==> config.mk <==
export PLATFORM = sky130hd
export DESIGN_NAME = gs_shift_sequencer
export DESIGN_NICKNAME = d
export VERILOG_FILES = /design/src/rtl/litspin_gs_pkg.sv /design/src/rtl/sclk_phase_timer.sv /design/src/rtl/gs_shift_sequencer.sv
export SDC_FILE = /design/constraint.sdc
export NUM_CORES = 1
export LEC_CHECK = 0
export ABC_CLOCK_PERIOD_IN_PS = 4700
export CAP_MARGIN = 20
export CELL_PAD_IN_SITES_DETAIL_PLACEMENT = 1
export CELL_PAD_IN_SITES_GLOBAL_PLACEMENT = 1
export CORE_ASPECT_RATIO = 1.75
export CORE_UTILIZATION = 44
export CTS_CLUSTER_DIAMETER = 150
export DETAILED_ROUTE_END_ITERATION = 8
export PLACE_DENSITY = 0.92
export SYNTH_ARGS = -nofsm -noshare
export SYNTH_HDL_FRONTEND = slang
export SYNTH_SLANG_ARGS = --single-unit
==> constraint.sdc <==
create_clock -name clk -period 4.7 [get_ports clk]
set_input_delay 1.175 -clock clk [delete_from_list [all_inputs] [get_ports clk]]
set_output_delay 1.175 -clock clk [all_outputs]
set_load 0.02 [all_outputs]
==> src/rtl/litspin_gs_pkg.sv <==
// Shared grayscale-path types and default frame geometry.
// Holds the sequencer state encoding and a safe clog2 helper.
package litspin_gs_pkg;

   typedef enum logic [2:0] {
      IDLE     = 3'd0,
      SHIFT_HI = 3'd1,
      SHIFT_LO = 3'd2,
      LATCH    = 3'd3,
      DONE     = 3'd4
   } gs_state_e;

   localparam int GS_NB_BITS = 10;
   localparam int GS_NB_ROWS = 4;
   localparam int GS_WORDS   = GS_NB_BITS * GS_NB_ROWS;

   // clog2 that never yields a zero-width vector
   function automatic int clog2_min1(input int v);
      return ($clog2(v) < 1) ? 1 : $clog2(v);
   endfunction

endpackage

==> src/rtl/sclk_phase_timer.sv <==
// Loadable down-counter timing one SCLK/LAT phase.
// Ports: clk, rst, load_i/load_val_i (phase length-1), expire_o.
module sclk_phase_timer
#(
   parameter int W = 1
) (
   input  logic         clk,
   input  logic         rst,
   input  logic         load_i,
   input  logic [W-1:0] load_val_i,
   output logic         expire_o
);

   logic [W-1:0] cnt_q, cnt_d;

   always_comb begin
      cnt_d = cnt_q;
      if (load_i)
         cnt_d = load_val_i;
      else if (cnt_q != '0)
         cnt_d = cnt_q - W'(1);
   end

   always_ff @(posedge clk) begin
      if (rst) cnt_q <= '0;
      else     cnt_q <= cnt_d;
   end

   // strobe during the last cycle of the phase
   assign expire_o = (cnt_q == '0);

endmodule

==> src/rtl/gs_shift_sequencer.sv <==
// Grayscale shift/latch sequencer: one frame of SCLK words per angle.
// Ports: clk, rst, angle, FC_en, ovr_clr -> SCLK, LAT, busy, frame_done, overrun.
module gs_shift_sequencer
   import litspin_gs_pkg::*;
#(
   parameter int NB_ANGLES         = 128,
   parameter int NB_LEDS_PER_GROUP = 16,
   parameter int NB_BITS           = GS_NB_BITS,
   parameter int NB_ROWS           = GS_NB_ROWS,
   parameter int SCLK_HALF         = 2,
   parameter int LAT_CYCLES        = 2
) (
   input  logic                         clk,
   input  logic                         rst,
   input  logic [$clog2(NB_ANGLES)-1:0] angle,
   input  logic                         FC_en,
   input  logic                         ovr_clr,
   output logic                         SCLK,
   output logic                         LAT,
   output logic                         busy,
   output logic                         frame_done,
   output logic                         overrun
);

   localparam int PULSES = 3 * NB_LEDS_PER_GROUP;
   localparam int WORDS  = NB_BITS * NB_ROWS;
   localparam int PW     = clog2_min1(PULSES);
   localparam int WW     = clog2_min1(WORDS);
   localparam int TMAX   = (SCLK_HALF > LAT_CYCLES) ?
                           SCLK_HALF : LAT_CYCLES;
   localparam int TW     = clog2_min1(TMAX);

   localparam logic [PW-1:0] PULSE_LAST = PW'(PULSES - 1);
   localparam logic [WW-1:0] WORD_LAST  = WW'(WORDS - 1);
   localparam logic [TW-1:0] T_SCLK     = TW'(SCLK_HALF - 1);
   localparam logic [TW-1:0] T_LAT      = TW'(LAT_CYCLES - 1);

   logic [$clog2(NB_ANGLES)-1:0] angle_q;
   gs_state_e                    state_q, state_d;
   logic [PW-1:0]                pulse_q, pulse_d;
   logic [WW-1:0]                word_q, word_d;
   logic                         sclk_q, lat_q, busy_q;
   logic                         done_q, ovr_q;
   logic                         new_angle, busy_st;
   logic                         ovr_set, t_load, t_exp;
   logic [TW-1:0]                t_val;

   assign new_angle = (angle != angle_q);
   assign busy_st   = (state_q == SHIFT_HI) ||
                      (state_q == SHIFT_LO) ||
                      (state_q == LATCH);

   sclk_phase_timer #(
      .W (TW)
   ) u_timer (
      .clk        (clk),
      .rst        (rst),
      .load_i     (t_load),
      .load_val_i (t_val),
      .expire_o   (t_exp)
   );

   always_comb begin
      state_d = state_q;
      pulse_d = pulse_q;
      word_d  = word_q;
      ovr_set = 1'b0;
      t_load  = 1'b0;
      t_val   = T_SCLK;
      if (FC_en) begin
         state_d = IDLE;
         pulse_d = '0;
         word_d  = '0;
      end else if (new_angle && busy_st) begin
         // restart the frame for the new angle
         ovr_set = 1'b1;
         state_d = SHIFT_HI;
         pulse_d = '0;
         word_d  = '0;
         t_load  = 1'b1;
      end else begin
         unique case (state_q)
            IDLE: begin
               if (new_angle) begin
                  state_d = SHIFT_HI;
                  t_load  = 1'b1;
               end
            end
            SHIFT_HI: begin
               if (t_exp) begin
                  state_d = SHIFT_LO;
                  t_load  = 1'b1;
               end
            end
            SHIFT_LO: begin
               if (t_exp) begin
                  t_load = 1'b1;
                  if (pulse_q == PULSE_LAST) begin
                     pulse_d = '0;
                     state_d = LATCH;
                     t_val   = T_LAT;
                  end else begin
                     pulse_d = pulse_q + PW'(1);
                     state_d = SHIFT_HI;
                  end
               end
            end
            LATCH: begin
               if (t_exp) begin
                  if (word_q == WORD_LAST) begin
                     word_d  = '0;
                     state_d = DONE;
                  end else begin
                     word_d  = word_q + WW'(1);
                     state_d = SHIFT_HI;
                     t_load  = 1'b1;
                  end
               end
            end
            DONE: begin
               // back-to-back frame is not an overrun
               if (new_angle) begin
                  state_d = SHIFT_HI;
                  t_load  = 1'b1;
               end else begin
                  state_d = IDLE;
               end
            end
            default: state_d = IDLE;
         endcase
      end
   end

   always_ff @(posedge clk) begin
      // previous angle tracks even in reset
      angle_q <= angle;
      if (rst) begin
         state_q <= IDLE;
         pulse_q <= '0;
         word_q  <= '0;
         sclk_q  <= 1'b0;
         lat_q   <= 1'b0;
         busy_q  <= 1'b0;
         done_q  <= 1'b0;
         ovr_q   <= 1'b0;
      end else begin
         state_q <= state_d;
         pulse_q <= pulse_d;
         word_q  <= word_d;
         sclk_q  <= (state_d == SHIFT_HI);
         lat_q   <= (state_d == LATCH);
         busy_q  <= (state_d == SHIFT_HI) ||
                    (state_d == SHIFT_LO) ||
                    (state_d == LATCH);
         done_q  <= (state_d == DONE);
         if (ovr_set)      ovr_q <= 1'b1;
         else if (ovr_clr) ovr_q <= 1'b0;
      end
   end

   assign SCLK       = sclk_q;
   assign LAT        = lat_q;
   assign busy       = busy_q;
   assign frame_done = done_q;
   assign overrun    = ovr_q;

endmodule

==> impl_metrics.json, run 1 <==
{
  "synth_seq_area_share_pct": 45.3,
  "postCtsHoldBufs": 0,
  "num_vias": 976,
  "yosys.area_share.xor_xnor_pct": 7.79,
  "hold_viol_final": 0,
  "holdCritPathClass": "reg -> reg",
  "synth_top_family_by_area": "simple AND/OR/NAND/NOR gates",
  "globalplace.congestion": 0.798,
  "max-vdd-ir-drop_mv": 0.248,
  "grt_remaining_overflow": 0,
  "dieWidth_um": 42.1,
  "drv_cap": 0,
  "core-area_um2": 2690,
  "drt-pass1-iter-count": 3,
  "antenna_cells": 0,
  "cts_resized": 0,
  "cp.required_ns": 4.85,
  "synth-simple-area-share_pct": 26.7,
  "worst_pin_slew_ns": 0.639,
  "num_rows": 25,
  "synth-main-ff-cell": "dfxtp_1",
  "cts_buffer_depth": 2,
  "grt_antenna_before_repair": 0,
  "cts_buffers": 3,
  "finalWorstSetupSlack_ns": 1.68,
  "synth_edf_count": 0,
  "io_buffers": 15,
  "dp_slack_ns": 1.38,
  "ys_types": 40,
  "worstPathCellList": "clkdlybuf4s50_1 -> xnor2_1 -> nand4_1 -> o21ai_2 -> or3b_4 -> a2111oi_1",
  "clock-root-buffer": "clkbuf_8",
  "routed_wl_um": 2770,
  "critPathArrivalTime_ns": 3.17,
  "ys_warn_count": 0,
  "post-route-drc-count": 0,
  "crit_fanout": 12,
  "ant_nets": 0,
  "synth_fp_nets": 137,
  "slew_headroom_pct": 56.8,
  "muxShareOfSynthArea_pct": 3.24,
  "wl_per_cell_um": 16.6,
  "most-common-layout-cells": "dfxtp_1 (28), nor2_1 (17), clkdlybuf4s50_1 (15)",
  "max_clock_freq_ghz": 0.331,
  "power_density_nw_per_um2": 301,
  "fill_cells": 320,
  "end_kind": "flip-flop",
  "grt_pass1_wl_um": 4770,
  "rsz0062_at_grt": "no",
  "grt_util_all_layers_pct": 20.9,
  "place_hpwl_um": 2120,
  "syn_area_um2": 1240,
  "skew_ns": 0.00424,
  "die_area_um2": 3040,
  "die_h_um": 72.2,
  "period_minus_slack_ns": 3.02,
  "setup_viol_count_final": 0,
  "htreeDepth": 1,
  "ys_ff_latch": 28,
  "cts_tree": "built",
  "nNetsFinal": 154,
  "pin_count": 16,
  "critPathKind": "in -> reg",
  "slowest_delay_ns": 0.51,
  "drive_above_1_share_pct": 12.9,
  "cp_slowest_cell": "or3b_4",
  "vias_per_cell": 5.84,
  "fin_crit_sh_pct": 64.3,
  "synthCells": 124,
  "avgSynthCellArea_um2": 9.98,
  "start_kind": "input pin",
  "clock_sinks": 28,
  "post_cts_buffers": 0,
  "clk_transition_reported_paths_ns": 0.09,
  "outcome": "complete, no violations",
  "first_iter_violations": 18,
  "grt_max_degree": 16,
  "final_max_slew_viol_count": 0,
  "worstSkewPairLatency_ns": 0.28,
  "final.setup.tns_ns": 0,
  "grt_pass1_vias": 1050,
  "synthArstFlopShare_pct": 0,
  "final_common_cell": "dfxtp_1",
  "cellLeakagePower_nw": 0.516,
  "area_delta_synth_final_pct": 17.1,
  "synth_compound_area_share_pct": 12.1,
  "start_util_pct": 46.0,
  "synth-adder-area-share_pct": 2.02
}
power breakdown:
part	switching [W]	total [W]	internal (W)	leakage, nW
Clock	0.0000754	0.000151	0.0000752	0.0288
Sequential	0.00000482	0.000248	0.000243	0.229
Combinational	0.0000173	0.0000381	0.0000208	0.258
area by class of cell:
class | instances | area, µm² | share of cell area, %
inverter | 2 | 7.51 | 0.518
timing repair buffer | 15 | 150 | 10.4
sequential | 28 | 561 | 38.7
tap | 27 | 33.8 | 2.33
multi-input combinational | 91 | 642 | 44.3
clock buffer | 4 | 55.1 | 3.80
worst paths after layout:
| kind | start | endpoint | slack (ns) | cells after the start |
|---|---|---|---|---|
| worst max-delay path | angle[1] | pulse_q[3] | 1.68 | 6 |
| worst max register to register | angle_q[1] | pulse_q[3] | 2.73 | 5 |
| worst min register to register | word_q[5] | word_q[5] | 0.50 | 2 |
| worst min-delay path | word_q[5] | word_q[5] | 0.50 | 2 |
registers in the layout, indices dropped and copies added (netlist names):
| signal | count |
|---|---|
| word_q | 6 |
| LAT | 1 |
| SCLK | 1 |
| u_timer.cnt_q | 1 |
| frame_done | 1 |
| overrun | 1 |
| busy | 1 |
| state_q | 3 |
| angle_q | 7 |
| pulse_q | 6 |
logic make-up after synthesis:
family	count (synthesis)
flops	28
compound gates	20
buf+inv	5
fa+ha+maj	2
simple gates	54
xor+xnor	11
mux	4
per-stage QoR:
step / std cells / hold slack, ns / total power (W) / instance area [µm²] / util, %
final: 167 / 0.504 / 0.000437 / 1450 / 53.9
after global routing: 167 / 0.531 / 0.000452 / 1450 / 53.9
after CTS: 167 / 0.506 / 0.000439 / 1450 / 53.9
after detailed placement: 163 / 0.492 / 0.000292 / 1390 / 51.8
after global placement: 163 / 0.466 / 0.000290 / 1390 / 51.8
after floorplan: 124 / 0.447 / 0.000275 / 1240 / -
synth_stat cells, drive strengths merged, types with 2 or more instances:
cell type	instances	area share [%]
and3b	3	2.4
and3	4	2.0
xor2	4	2.8
ha	2	2.0
nand4	3	1.5
or3b	3	2.5
dfxtp	28	45
a21oi	5	2.0
nand2	8	2.4
a2bb2oi	2	1.4
nor2	17	5.2
nand3	2	0.81
xnor2	7	5.0
or4	3	2.1
nor3	3	1.6
inv	2	0.61
o21ai	5	2.3
buf	3	2.2
mux2i	4	3.2
layer usage:
layer	vias to the layer above	share of wire [%]	track usage, %
met5	-	0	0
met4	0	2.1	9.38
met3	5	1.6	3.73
met2	9	57	39.8
met1	485	39	21.6
li1	477	-	-
critical path, delay by kind of cell:
kind                      cells  cell delay [ns]
buffers and inverters         1             0.50
AOI/OAI and AO/OA             2             0.69
and+or+nand+nor               2             0.69
xor gates and xnor gates      1             0.13
Power figures use the tool's default switching activity.
==> run 2: changes to the inputs <==
Settings changed: ABC_CLOCK_PERIOD_IN_PS 4700 to 3100, CORE_UTILIZATION 44 to 41, PLACE_DENSITY 0.92 to 0.88.
Clock period 4.7 ns to 3.1 ns, I/O delays scaled along.
==> run 2 against run 1 <==
Effect of this change:
- first-iteration DRC count fell by 61%
- total power increased by 66%
- cell count increased by 1.2%
- register-to-register slack worse by 1.6 ns
- clock skew about the same
- non-clock buffer count is 1 higher
- sequential share of layout area down 0.66 points
- wire length rose by 1.3%
==> impl_metrics.json, run 2 (synthesis gave the netlist of run 1 again) <==
{
  "slowest_delay_ns": 0.66,
  "max_clock_freq_ghz": 0.424,
  "critPathKind": "in -> reg",
  "largest_register_ffs": 7,
  "clock-root-buffer": "clkbuf_8",
  "drv_cap": 0,
  "r2r_slack_ns": 1.13,
  "num_vias": 959,
  "fin_crit_sh_pct": 76.0,
  "endpoint": "LAT",
  "cp_slowest_cell": "o41ai_1",
  "io_buffers": 15,
  "worstPathCellList": "clkdlybuf4s50_1 -> xnor2_1 -> nand3_1 -> o41ai_1 -> and4bb_2",
  "largest-register": "angle_q",
  "grt_pass1_wl_um": 4950,
  "grt_remaining_overflow": 0,
  "cts_resized": 0,
  "place_inst": 165,
  "hold_viol_final": 0,
  "antenna_cells": 0,
  "clk_transition_reported_paths_ns": 0.10,
  "cts_buffer_depth": 2,
  "grt_antenna_before_repair": 0,
  "nNetsFinal": 155,
  "most-common-layout-cells": "dfxtp_1 (28), nor2_1 (17), clkdlybuf4s50_1 (15)",
  "start_util_pct": 42.7,
  "worst_r2r_endpoint": "LAT",
  "start_kind": "input pin",
  "pin_count": 16,
  "dieWidth_um": 43.5,
  "final_cell_count_no_fill": 169,
  "setup_viol_count_final": 0,
  "grt_max_degree": 17,
  "clock_sinks": 28,
  "final_common_cell": "dfxtp_1",
  "power_density_nw_per_um2": 493,
  "routed_wl_um": 2800,
  "critPathArrivalTime_ns": 2.54,
  "ff2ff_path_depth": 4,
  "holdCritPathClass": "reg -> reg",
  "die_h_um": 74.7,
  "grt_pass1_vias": 1062,
  "outcome": "complete, no violations",
  "num_rows": 26,
  "place_hpwl_um": 2100,
  "period_minus_slack_ns": 2.36,
  "globalplace.congestion": 0.832,
  "vias_per_cell": 5.67,
  "core-area_um2": 2900,
  "crit_start": "angle[5]",
  "regArea_um2": 561,
  "htreeDepth": 1,
  "top_regs": "angle_q (7), pulse_q (6), word_q (6)",
  "holdPathStages": 2,
  "end_kind": "flip-flop",
  "final.setup.tns_ns": 0,
  "rsz0062_at_grt": "no",
  "worst_pin_slew_ns": 0.631,
  "cellLeakagePower_nw": 0.527,
  "cp.required_ns": 3.28,
  "postCtsHoldBufs": 0,
  "slew_headroom_pct": 57.3,
  "crit_fanout": 3,
  "grt_util_all_layers_pct": 20.7,
  "post_cts_buffers": 0,
  "first_iter_violations": 7,
  "cts_tree": "built",
  "ant_nets": 0,
  "area_delta_synth_final_pct": 19.1,
  "max-vdd-ir-drop_mv": 0.331,
  "skew_ns": 0.00381,
  "fill_cells": 320,
  "final_max_slew_viol_count": 0,
  "wl_per_cell_um": 16.6,
  "multiInputGateArea_um2": 642,
  "die_area_um2": 3250,
  "worstSkewPairLatency_ns": 0.28,
  "drive_above_1_share_pct": 13.5,
  "post-route-drc-count": 0,
  "drt-pass1-iter-count": 4,
  "r2r-start": "state_q[2]",
  "cts_buffers": 3
}
-- run 2: cell type report --
class	instances	share of cell area [%]
Sequential cell	28	38.0
Inverter	2	0.509
Tap cell	28	2.38
Clock buffer	3	2.80
Timing Repair Buffer	16	10.7
Multi-Input combinational cell	91	43.5
Clock inverter	1	2.04
-- run 2: how the worst min path moves through the flow --
stage,from,to,slack (ns)
after global routing,word_q[5],word_q[5],0.54
after detailed placement,word_q[5],word_q[5],0.50
after CTS,word_q[5],word_q[5],0.52
after floorplan,word_q[5],word_q[5],0.45
after global placement,word_q[5],word_q[5],0.47
final,word_q[5],word_q[5],0.51
-- run 2: worst max-delay path, delay by kind of cell --
| family | cells | cell delay [ns] |
|---|---|---|
| and+or+nand+nor | 2 | 0.47 |
| buffers and inverters | 1 | 0.51 |
| AOI/OAI and AO/OA | 1 | 0.66 |
| xor gates and xnor gates | 1 | 0.13 |
-- run 2: metal layers --
layer,track usage (%),wire length (µm),up-vias
met5,0,0,-
met4,10.8,61,0
met3,2.40,51,5
met2,37.4,1600,13
met1,23.4,1080,459
li1,-,-,482
-- run 2: through the flow --
| stage | util, % | power, W | hold WS [ns] | area (µm²) | setup WS, ns |
|---|---|---|---|---|---|
| 2_1_floorplan | - | 0.000417 | 0.447 | 1240 | 1.04 |
| 3_3_place_gp | 48.4 | 0.000441 | 0.472 | 1400 | 0.452 |
| 3_5_place_dp | 48.4 | 0.000444 | 0.502 | 1400 | 0.404 |
| 4_1_cts | 50.9 | 0.000730 | 0.516 | 1470 | 0.702 |
| 5_1_grt | 50.9 | 0.000749 | 0.542 | 1470 | 0.549 |
| 6_report | 50.9 | 0.000726 | 0.515 | 1470 | 0.744 |
-- run 2: power by group --
part           internal [W]  leakage (nW)  switching [W]
logic             0.0000326         0.262      0.0000269
clock network      0.000173        0.0357       0.000118
registers          0.000369         0.229     0.00000719
==> run 3: changes to the inputs <==
Settings changed: ABC_CLOCK_PERIOD_IN_PS 3100 to 2050, CORE_UTILIZATION 41 to 37, PLACE_DENSITY 0.88 to 0.84.
Clock period 3.1 ns to 2.05 ns, I/O delays scaled along.
==> run 3 against run 2 <==
Effect of this change:
- sequential power is 51% higher
- hold slack got worse by 0.12 ns
- highest routed layer unchanged
- global-route usage shrank 3.3 points
- critical path depth rose by 1
- clock-buffer cell count is the same
- combinational power up 80%
- cell count grew 14%
- clock power up 49%
- cell area grew 7.2%
==> impl_metrics.json, run 3 (synthesis gave the netlist of run 1 again) <==
{
  "end_kind": "flip-flop",
  "num_rows": 27,
  "finalWorstSetupSlack_ns": 0.0211,
  "core-area_um2": 3180,
  "grt_max_degree": 17,
  "largest_register_ffs": 7,
  "max_clock_freq_ghz": 0.493,
  "top_regs": "angle_q (7), pulse_q (6), word_q (6)",
  "drv_cap": 0,
  "max-vdd-ir-drop_mv": 0.350,
  "cts_tree": "built",
  "grt_util_all_layers_pct": 17.4,
  "antenna_cells": 0,
  "power_frac_seq_pct": 51.3,
  "final_max_slew_viol_count": 0,
  "met3_length_um": 45,
  "fill_cells": 394,
  "drt-pass1-iter-count": 4,
  "power_density_nw_per_um2": 701,
  "start_util_pct": 39.0,
  "first_iter_violations": 20,
  "area_delta_synth_final_pct": 27.7,
  "p_total_w": 0.00111,
  "most-common-layout-cells": "dfxtp_1 (28), nor2_1 (17), clkdlybuf4s50_1 (14)",
  "combPwrFrac_pct": 9.7,
  "clk_transition_reported_paths_ns": 0.10,
  "swShare_pct": 20.7,
  "num_vias": 1003,
  "drive_above_1_share_pct": 20.7,
  "cts_buffers": 3,
  "period_minus_slack_ns": 2.03,
  "cp.required_ns": 2.23,
  "grt_remaining_overflow": 0,
  "critPathKind": "in -> reg",
  "wl_met2_um": 1660,
  "highest_layer": "met4",
  "clock-root-buffer": "clkbuf_8",
  "grt_pass1_vias": 1063,
  "crit_fanout": 3,
  "grt_antenna_before_repair": 0,
  "slew_headroom_pct": 59.9,
  "io_buffers": 15,
  "cts_buffer_depth": 2,
  "hold_viol_final": 0,
  "outcome": "complete, no violations",
  "fin_crit_sh_pct": 99.0,
  "final_common_cell": "dfxtp_1",
  "postCtsHoldBufs": 0,
  "critPathArrivalTime_ns": 2.21,
  "worst_pin_slew_ns": 0.600,
  "globalplace.congestion": 0.799,
  "clock_sinks": 28,
  "ant_nets": 0,
  "place_hpwl_um": 2210,
  "start_kind": "input pin",
  "grt_pass1_wl_um": 4640,
  "dp_slack_ns": -0.290,
  "post-route-drc-count": 0,
  "wl_per_cell_um": 14.9,
  "setup_viol_count_final": 0,
  "intPower_w": 0.000880,
  "die_area_um2": 3590,
  "wirelength_met1_um": 1130,
  "p_switching_w": 0.000229,
  "routed_wl_um": 2890,
  "worstSkewPairLatency_ns": 0.28,
  "htreeDepth": 1,
  "vias_per_cell": 5.20,
  "largest-register": "angle_q",
  "nNetsFinal": 164,
  "p_clk_share_pct": 39.1,
  "pin_count": 16,
  "holdCritPathClass": "in -> reg",
  "cellLeakagePower_nw": 0.580,
  "dieWidth_um": 45.7,
  "die_h_um": 78.5,
  "skew_ns": 0.00476
}
-- run 3: final timing paths --
check	slack (ns)	to	from	depth (start not counted)
max	0.02	LAT	angle[4]	6
min reg2reg	0.51	word_q[5]	word_q[5]	2
min	0.40	angle_q[0]	angle[0]	1
max reg2reg	0.14	pulse_q[3]	state_q[1]	4
-- run 3: power by group through the flow --
stage / Clock [W] / Combinational, W / Sequential (W)
2_1_floorplan: 0 / 0.0000498 / 0.000581
3_3_place_gp: 0 / 0.0000947 / 0.000580
3_5_place_dp: 0 / 0.0000992 / 0.000581
4_1_cts: 0.000442 / 0.000103 / 0.000568
5_1_grt: 0.000471 / 0.000115 / 0.000570
6_report: 0.000433 / 0.000107 / 0.000568
-- run 3: cell type report --
cell class / count / area (µm²) / share of cell area [%]
sequential: 28 / 561 / 35.5
clock inverter: 1 / 30.0 / 1.90
timing repair buffer: 25 / 231 / 14.6
multi-input combinational: 91 / 656 / 41.5
tap: 43 / 53.8 / 3.40
inverter: 2 / 7.51 / 0.475
clock buffer: 3 / 41.3 / 2.61
-- run 3: critical path, cell delays in order --
cell	delay (ns)
clkdlybuf4s50_1	0.49
xnor2_1	0.13
nand4_1	0.19
o41ai_1	0.47
buf_4	0.19
and4bb_2	0.23
-- run 3: metrics by stage --
| step | utilization, % | setup TNS (ns) | hold WS, ns | cells | area, µm² |
|---|---|---|---|---|---|
| floorplan | - | 0 | 0.447 | 124 | 1240 |
| global placement | 46.2 | -2.19 | 0.469 | 186 | 1470 |
| finish | 49.8 | 0 | 0.396 | 193 | 1580 |
| detailed placement | 46.2 | -3.17 | 0.494 | 186 | 1470 |
| CTS | 48.9 | 0 | 0.516 | 192 | 1550 |
| global route | 49.8 | -0.0512 | 0.388 | 193 | 1580 |
-- run 3: routing by layer --
metal | up-vias | GRT usage, %
li1 | 500 | -
met1 | 490 | 17.5
met2 | 9 | 33.3
met3 | 4 | 1.38
met4 | 0 | 7.94
met5 | - | 0
-- run 3: timing repair --
action | CTS | global route
gates cloned | 0 | 0
resized for setup | 0 | 5
buffers inserted | 2 | 1
endpoints found under the setup margin | 2 | 8
pin swaps | 3 | 2
